<file path="config.mk">
export PLATFORM = sky130hd
export DESIGN_NAME = fir_filter_flat
export DESIGN_NICKNAME = d
export VERILOG_FILES = /design/src/rtl/fir_filter_if.sv /design/src/rtl/fir_filter.sv /design/src/flat_wrapper.sv
export SDC_FILE = /design/constraint.sdc
export NUM_CORES = 1
export LEC_CHECK = 0
export CAP_MARGIN = 15
export CORE_ASPECT_RATIO = 0.9
export CORE_UTILIZATION = 50
export DETAILED_ROUTE_END_ITERATION = 8
export PLACE_DENSITY = 0.76
export SLEW_MARGIN = 20
export SYNTH_ARGS = -nofsm -noshare
export SYNTH_HDL_FRONTEND = slang
export SYNTH_SLANG_ARGS = --single-unit
</file>
<file path="constraint.sdc">
create_clock -name aclk -period 11.7 [get_ports aclk]
set_clock_uncertainty 0.2 [all_clocks]
set_input_delay 3.51 -clock aclk [delete_from_list [all_inputs] [get_ports aclk]]
set_output_delay 3.51 -clock aclk [all_outputs]
set_load 0.02 [all_outputs]
</file>
<file path="src/rtl/fir_filter_if.sv">
// Streaming interface for fir_filter: one sample-in channel, one result-out channel.
interface fir_filter_if;
  logic               s_axis_data_tvalid;
  logic signed [15:0] s_axis_data_tdata;
  logic               s_axis_data_tready;
  logic               m_axis_data_tvalid;
  logic signed [31:0] m_axis_data_tdata;

  // Filter side: consumes input samples, produces results
  modport slave (
    input  s_axis_data_tvalid,
    input  s_axis_data_tdata,
    output s_axis_data_tready,
    output m_axis_data_tvalid,
    output m_axis_data_tdata
  );

  // Source/sink side: drives samples, observes results
  modport master (
    output s_axis_data_tvalid,
    output s_axis_data_tdata,
    input  s_axis_data_tready,
    input  m_axis_data_tvalid,
    input  m_axis_data_tdata
  );
endinterface

</file>
<file path="src/rtl/fir_filter.sv">
// Direct-form FIR filter with a three-register pipeline:
// delay line -> registered products -> saturated sum. Output follows accept by two edges.
module fir_filter #(
  parameter int                      NUM_TAPS    = 8,
  parameter logic [NUM_TAPS*16-1:0]  COEF        = {NUM_TAPS{16'sd4096}},
  parameter int                      FILTER_TYPE = 0
) (
  input logic         aclk,
  input logic         aresetn,
  fir_filter_if.slave axis
);

  // Accumulator wide enough that the sum of all products can never wrap
  localparam int AccW = 32 + $clog2(NUM_TAPS);
  localparam logic signed [AccW-1:0] SatMax = {{(AccW - 31){1'b0}}, {31{1'b1}}};
  localparam logic signed [AccW-1:0] SatMin = {{(AccW - 31){1'b1}}, {31{1'b0}}};

  if (NUM_TAPS < 2 || NUM_TAPS > 64 || FILTER_TYPE < 0 || FILTER_TYPE > 2) begin : g_param_check
    $error("fir_filter: NUM_TAPS must be 2..64 and FILTER_TYPE 0..2");
  end

  logic signed [15:0]     taps_q [NUM_TAPS];
  logic signed [31:0]     prod_q [NUM_TAPS];
  logic                   tap_vld_q;
  logic                   prod_vld_q;
  logic                   out_vld_q;
  logic signed [31:0]     out_q;
  logic signed [AccW-1:0] acc;
  logic signed [31:0]     acc_sat;
  logic                   accept;

  function automatic logic signed [15:0] coef_at(input int k);
    return COEF[k*16 +: 16];
  endfunction

  // aresetn is active-high here; ready is withheld only while it is asserted
  assign axis.s_axis_data_tready = ~aresetn;
  assign accept                  = axis.s_axis_data_tvalid & axis.s_axis_data_tready;

  // Delay line: shifts only on an accepted sample, so gaps never insert zeros
  always_ff @(posedge aclk) begin
    if (aresetn) begin
      for (int k = 0; k < NUM_TAPS; k++) taps_q[k] <= '0;
      tap_vld_q <= 1'b0;
    end else begin
      tap_vld_q <= accept;
      if (accept) begin
        taps_q[0] <= axis.s_axis_data_tdata;
        for (int k = 1; k < NUM_TAPS; k++) taps_q[k] <= taps_q[k-1];
      end
    end
  end

  // Product stage: one signed 16x16 multiply per tap
  always_ff @(posedge aclk) begin
    if (aresetn) begin
      for (int k = 0; k < NUM_TAPS; k++) prod_q[k] <= '0;
      prod_vld_q <= 1'b0;
    end else begin
      prod_vld_q <= tap_vld_q;
      for (int k = 0; k < NUM_TAPS; k++) prod_q[k] <= 32'(taps_q[k]) * 32'(coef_at(k));
    end
  end

  // Full-precision sum of products, clamped to the 32-bit signed range
  always_comb begin
    acc = '0;
    for (int k = 0; k < NUM_TAPS; k++) acc = acc + AccW'(prod_q[k]);
    if (acc > SatMax) begin
      acc_sat = 32'sh7fff_ffff;
    end else if (acc < SatMin) begin
      acc_sat = 32'sh8000_0000;
    end else begin
      acc_sat = acc[31:0];
    end
  end

  // Output register: data holds between valid pulses
  always_ff @(posedge aclk) begin
    if (aresetn) begin
      out_vld_q <= 1'b0;
      out_q     <= '0;
    end else begin
      out_vld_q <= prod_vld_q;
      if (prod_vld_q) out_q <= acc_sat;
    end
  end

  assign axis.m_axis_data_tvalid = out_vld_q;
  assign axis.m_axis_data_tdata  = out_q;

endmodule

</file>
<file path="src/flat_wrapper.sv">
// flat-port wrapper written by rule: the top's interface ports become plain ports
module fir_filter_flat 
#(
  parameter int                      NUM_TAPS    = 8,
  parameter logic [NUM_TAPS*16-1:0]  COEF        = {NUM_TAPS{16'sd4096}},
  parameter int                      FILTER_TYPE = 0
)
  (aclk, aresetn, axis_s_axis_data_tvalid, axis_s_axis_data_tdata, axis_s_axis_data_tready, axis_m_axis_data_tvalid, axis_m_axis_data_tdata);
  fir_filter_if axis_i ();
  input logic aclk;
  input logic aresetn;
  input wire logic [$bits(axis_i.s_axis_data_tvalid)-1:0] axis_s_axis_data_tvalid;
  input wire logic [$bits(axis_i.s_axis_data_tdata)-1:0] axis_s_axis_data_tdata;
  output wire logic [$bits(axis_i.s_axis_data_tready)-1:0] axis_s_axis_data_tready;
  output wire logic [$bits(axis_i.m_axis_data_tvalid)-1:0] axis_m_axis_data_tvalid;
  output wire logic [$bits(axis_i.m_axis_data_tdata)-1:0] axis_m_axis_data_tdata;
  assign axis_i.s_axis_data_tvalid = axis_s_axis_data_tvalid;
  assign axis_i.s_axis_data_tdata = axis_s_axis_data_tdata;
  assign axis_s_axis_data_tready = axis_i.s_axis_data_tready;
  assign axis_m_axis_data_tvalid = axis_i.m_axis_data_tvalid;
  assign axis_m_axis_data_tdata = axis_i.m_axis_data_tdata;
  fir_filter #(.NUM_TAPS(NUM_TAPS), .COEF(COEF), .FILTER_TYPE(FILTER_TYPE)) u_core (.aclk(aclk), .aresetn(aresetn), .axis(axis_i));
endmodule
</file>
==> results.yml, run 1 <==
run_status:
  status: "complete, no violations"
floorplan:
  die_h_um: 154.7
  coreArea_um2: 25260
  io_pins: 53
  rows: 55
  die-area_um2: 26550
  die_w_um: 171.6
  start_util_pct: 51.27
timing:
  min_period_ps: 8548
  finalMaxSlewViolations: 0
  fin_setup_tns_ps: 0
  post-route-period-util_pct: 73.06
  worst_pin_slew_ps: 1020
  setup_viol: 0
  slew_headroom_pct: 31.73
  rsz0062_at_grt: "false"
  max_freq_mhz: 117.0
  finalHoldViolCount: 0
detailed_routing:
  vias: 7080
  routed_wl_um: 20720
  drt_iter0_markers: 355
  wl_per_cell_um: 14.03
  ant_nets: 0
  vias_per_cell: 4.794
  firstDrtPassIters: 5
  drc_errors: 0
clock_network:
  tritoncts: "done"
  cts_root_buf: "clkbuf_16"
  ctsResizeCount: 0
  cts_made_buffers: 28
  ctsLongestPathBuffers: 3
  cts_hold_repair.buffers: 0
  post_cts_buffers: 0
  clock-sinks: 280
  insertion_delay_ps: 540
  clk_pin_slew_ps: 60
  htree_levels: 1
final_layout:
  drive_gt1_share_pct: 6.256
  finalNonFillerCells: 1477
  final_nets: 1268
  multiInputGateArea_um2: 5424
  n_fill_cell: 2087
  post-route-cell-area_um2: 14570
  diodes: 0
  regArea_um2: 6726
  syn_to_final_growth_pct: 12.54
yosys:
  ys_types: 57
  ys_ff_latch: 280
  synth_area_um2: 12950
  async_flop_share_pct: 0
  synth_flop_cell: "dfxtp_1"
  synth_edf_count: 112
  syn_inst: 1072
  synth.avg_cell_area_um2: 12.08
  yosysWarnings: 0
  synth_seq_area_share_pct: 51.95
  synth_nets: 1226
power_and_ir_drop:
  power_mw: 2.712
  power_density_nw_per_um2: 186.1
  irDropWorstVdd_v: 0.0001091
  power.leakage_nw: 6.253
worst_setup_path:
  r2r_end: "u_core.axis.m_axis_data_tdata[27]$_SDFFE_PP0P_"
  crit_slowest_cell: "buf_4"
  ff2ff_path_depth: 29
  worstPathRequired_ps: 7990
  cp-start-kind: "primary input"
  worst-r2r-setup-slack_ps: 3870
  critPathCaptureType: "output pin"
  path_cells: "buf_4, inv_1, clkdlybuf4s50_1"
  cp_num_buf_inv: 3
  r2r_start: "u_core.prod_q[0][1]$_SDFF_PP0_"
  critPathMaxStageDelay_ps: 610
  worstSetupPathType: "in2out"
  cp_top_family: "buffers and inverters"
  critPathArrivalTime_ps: 4840
  crit_fanout: 78
worst_hold_path:
  hold_depth: 1
  min_to: "u_core.prod_q[1][60]$_SDFF_PP0_"
  hp-start: "u_core.taps_q[3][16]$_SDFFCE_PP0P_"
  hp-class: "reg2reg"
global_route:
  antenna_found_initial: 0
  grt.met2_usage_pct: 25.97
  grt_util_all_layers_pct: 16.45
  grt_pass1_vias: 7147
  grt_pass1_wl_um: 34820
  grt-ovfl-total: 0
  grt_max_degree: 81
  gr-usage-met1_pct: 23.92
  top_usage_layer: "met2"
  use_met3_pct: 2.149
job:
  cap_violations: 0
placed_design:
  place.gp.congestion: 0.8064
  dp.cells: 1426
  port_buffers: 52
  dpl_cell_area_um2: 13700
  place_hpwl_um: 14060
worst reg2reg max path: cells and delay by family, from the launching register on:
kind / cells / cell delay (ps)
compound gates: 10 / 2760
fa+ha+maj: 7 / 2830
buf+inv: 5 / 290
flops: 1 / 300
simple gates: 7 / 1380
cell families after synthesis:
logic type	synth area share, %
AND/OR/NAND/NOR	13.91
buffers and inverters	6.184
AO/OA/AOI/OAI	5.721
adder cells (fa/ha/maj)	18.73
XOR/XNOR	1.962
multiplexers	1.546
flip-flops	51.95
cells in the mapped netlist, drive strengths merged, types with 16 or more instances:
library cell / count / area (um^2)
a21oi: 24 / 120.1
and2: 83 / 519.3
clkbuf: 28 / 105.1
dfxtp: 168 / 3363
edfxtp: 112 / 3363
fa: 98 / 1962
ha: 37 / 462.9
inv: 155 / 581.8
mux2: 16 / 180.2
nand2: 22 / 82.58
nor2: 31 / 116.4
nor2b: 132 / 825.8
xnor2: 22 / 192.7
routing by layer:
layer	vias up	share of wire (%)
li1	3530	-
met1	3385	50
met2	131	44
met3	34	3.5
met4	0	2.4
met5	-	0
area by class of cell:
cell class / instances / area share, %
clock buffer: 41 / 5.564
clock inverter: 10 / 0.4551
inverter: 155 / 3.992
multi-input combinational: 594 / 37.22
sequential: 280 / 46.16
tap: 342 / 2.936
timing repair buffer: 55 / 3.675
stage by stage:
stage	util, %	hold slack (ps)	setup WS (ps)
after floorplan	-	213.8	3793
after global placement	54.23	232.3	3078
after detailed placement	54.23	237.9	3088
after CTS	57.70	252.0	3085
after global routing	57.70	263.8	2974
final	57.70	247.9	3152
power by group:
part / switching [mW] / internal [mW] / total, mW
clock network: 0.363 / 0.481 / 0.843
registers: 0.0274 / 1.08 / 1.11
logic: 0.431 / 0.327 / 0.758
total: 0.821 / 1.89 / 2.71
worst max path at each step:
stage | startpoint | endpoint | slack, ps | cells past startpoint
after global routing | aresetn | axis_s_axis_data_tready | 2970 | 3
after CTS | aresetn | axis_s_axis_data_tready | 3090 | 3
after detailed placement | aresetn | axis_s_axis_data_tready | 3090 | 3
final | aresetn | axis_s_axis_data_tready | 3150 | 3
after floorplan | aresetn | axis_s_axis_data_tready | 3790 | 3
after global placement | aresetn | axis_s_axis_data_tready | 3080 | 3
cells in the final DEF (no fill, tap or decap), types with 6 or more instances in the layout:
cell type / instances
clkdlybuf4s50_1: 50
nor2_1: 31
inv_1: 155
clkbuf_1: 8
o21ai_0: 13
edfxtp_1: 112
clkbuf_16: 29
dfxtp_1: 168
xor2_1: 7
a221o_1: 15
nand2_1: 22
fa_1: 98
mux2_2: 16
ha_1: 37
nor2b_1: 132
nor3_1: 13
xnor2_1: 22
a21o_1: 12
nand3_1: 7
and2_1: 83
and3_1: 6
a21oi_1: 24
sequential cells by signal, summed over array words and instances (netlist names):
| signal | count |
|---|---|
| u_core.prod_vld_q | 1 |
| u_core.axis.m_axis_data_tdata | 21 |
| u_core.taps_q | 128 |
| u_core.axis.m_axis_data_tvalid | 1 |
| u_core.tap_vld_q | 1 |
| u_core.prod_q | 128 |
No activity file was read; power rests on OpenSTA's default activity.
==> inputs of run 2 (changes only) <==
clock period = 7.9 ns   (was 11.7 ns; I/O delays follow)
==> run 2 against run 1 <==
Count of clock-buffer cells in the layout grew 1. Setup slack lost 2700 ps. Power rose by 54%. Global-route usage is 0.23 points higher. Register-to-register slack got worse by 3400 ps. Critical path type is now reg2reg. Critical endpoint is now u_core.axis.m_axis_data_tdata[18]$_SDFFE_PP0P_. Largest cell class unchanged. Highest routed layer unchanged.
==> results.yml, run 2 (synthesis gave the netlist of run 1 again) <==
final_layout:
  finalNonFillerCells: 1484
  syn_to_final_growth_pct: 13.76
  layout_common_cells: "168 x dfxtp_1, 155 x inv_1, 132 x nor2b_1, 112 x edfxtp_1, 98 x fa_1"
  drive_gt1_share_pct: 7.180
  diodes: 0
  mostFrequentLayoutCell: "dfxtp_1"
  final_nets: 1273
  post-route-util_pct: 58.33
run_status:
  status: "complete, no violations"
clock_network:
  tritoncts: "done"
  clk_pin_slew_ps: 60
  cts_made_buffers: 29
  cts_hold_repair.buffers: 0
  ctsResizeCount: 0
  cts_root_buf: "clkbuf_16"
  post_cts_buffers: 0
  clock-sinks: 280
  ctsLongestPathBuffers: 3
  insertion_delay_ps: 540
  htree_levels: 1
floorplan:
  die_w_um: 171.6
  coreArea_um2: 25260
  die_h_um: 154.7
  die-area_um2: 26550
  io_pins: 53
  rows: 55
  start_util_pct: 51.27
detailed_routing:
  firstDrtPassIters: 5
  routed_wl_um: 21170
  drc_errors: 0
  ant_nets: 0
  vias: 7158
  vias_per_cell: 4.823
  wl_per_cell_um: 14.27
  drt_iter0_markers: 390
global_route:
  antenna_found_initial: 0
  grt-ovfl-total: 0
  grt_pass1_vias: 7326
  grt_util_all_layers_pct: 16.67
  grt_max_degree: 75
  grt_pass1_wl_um: 35180
worst_setup_path:
  ff2ff_path_depth: 29
  r2r_start: "u_core.prod_q[0][1]$_SDFF_PP0_"
  critPathArrivalTime_ps: 7690
  crit_fanout: 15
  worstSetupPathType: "reg2reg"
  critPathMaxStageDelay_ps: 540
  worst-r2r-setup-slack_ps: 440
  r2r_end: "u_core.axis.m_axis_data_tdata[18]$_SDFFE_PP0P_"
  crit_slowest_cell: "fa_1"
  cp-start-kind: "flip-flop"
  worstPathRequired_ps: 8130
  critPathCaptureType: "flip-flop"
timing:
  setup_viol: 0
  max_freq_mhz: 134.0
  fin_setup_tns_ps: 0
  whs_ps: 249.1
  post-route-period-util_pct: 94.46
  worst_pin_slew_ps: 906.0
  rsz0062_at_grt: "false"
  finalMaxSlewViolations: 0
  slew_headroom_pct: 39.38
  finalHoldViolCount: 0
  min_period_ps: 7462
worst_hold_path:
  hold_depth: 1
  hp-start: "u_core.taps_q[3][19]$_SDFFCE_PP0P_"
  min_to: "u_core.prod_q[1][63]$_SDFF_PP0_"
  hp-class: "reg2reg"
placed_design:
  dp.cells: 1430
  place_hpwl_um: 14610
  place.gp.congestion: 0.8568
  port_buffers: 52
power_and_ir_drop:
  power_density_nw_per_um2: 283.8
  power.leakage_nw: 6.326
  irDropWorstVdd_v: 0.0001428
job:
  cap_violations: 0
==> run 2: cell count changes in the layout (fill, tap and decap cells not counted), moves of 2 or more <==
cell | previous run | this run
a21boi_0 | 3 | 1
buf_4 | 4 | 8
bufinv_16 | 0 | 4
clkinv_2 | 5 | 3
clkinv_4 | 2 | 0
inv_6 | 0 | 2
==> run 2: critical path: cells and delay by family (launching register included) <==
kind            cells  cell delay, ps
simple gates        5            1180
flops               1             310
compound gates     12            2620
buf+inv             5             300
fa+ha+maj           7            2740
==> run 2: worst max path at each step <==
| stage | slack [ps] | start | endpoint | cells after the start |
|---|---|---|---|---|
| floorplan | 980 | u_core.prod_q[0][1]$_SDFF_PP0_ | u_core.axis.m_axis_data_tdata[16]$_SDFFE_PP0P_ | 32 |
| global placement | 450 | u_core.prod_q[0][1]$_SDFF_PP0_ | u_core.axis.m_axis_data_tdata[17]$_SDFFE_PP0P_ | 29 |
| detailed placement | 230 | u_core.prod_q[0][1]$_SDFF_PP0_ | u_core.axis.m_axis_data_tdata[26]$_SDFFE_PP0P_ | 29 |
| CTS | 110 | u_core.prod_q[0][1]$_SDFF_PP0_ | u_core.axis.m_axis_data_tdata[18]$_SDFFE_PP0P_ | 29 |
| global route | 7 | u_core.prod_q[0][1]$_SDFF_PP0_ | u_core.axis.m_axis_data_tdata[18]$_SDFFE_PP0P_ | 29 |
| finish | 440 | u_core.prod_q[0][1]$_SDFF_PP0_ | u_core.axis.m_axis_data_tdata[18]$_SDFFE_PP0P_ | 29 |
==> run 2: where the power goes <==
group / switching (mW) / internal (mW) / leakage, nW
combinational: 0.646 / 0.490 / 3.23
clock: 0.543 / 0.853 / 0.483
sequential: 0.0430 / 1.61 / 2.61
total: 1.23 / 2.95 / 6.33
==> run 2: final cells by class <==
cell class,instances,area (um^2)
fillers,2086,10530
flip-flops and latches,280,6726
multi-input cells,594,5436
clock buffers,42,824.5
inverters,155,581.8
repair buffers,59,565.5
well taps,342,427.9
clock inverters,12,167.7
==> run 2: per-layer routing <==
metal | GRT usage [%] | wire length [um]
met1 | 23.58 | 10450
met2 | 26.87 | 9372
met3 | 2.252 | 809
met4 | 4.677 | 539
met5 | 0 | 0
==> run 2: per-stage QoR <==
step | total power, mW | instance area [um^2] | setup WS [ps]
after CTS | 4.212 | 14720 | 106.4
final | 4.181 | 14730 | 437.9
after global placement | 2.763 | 13730 | 449.9
after floorplan | 2.514 | 12950 | 975.0
after detailed placement | 2.799 | 13730 | 227.8
after global routing | 4.407 | 14730 | 6.814
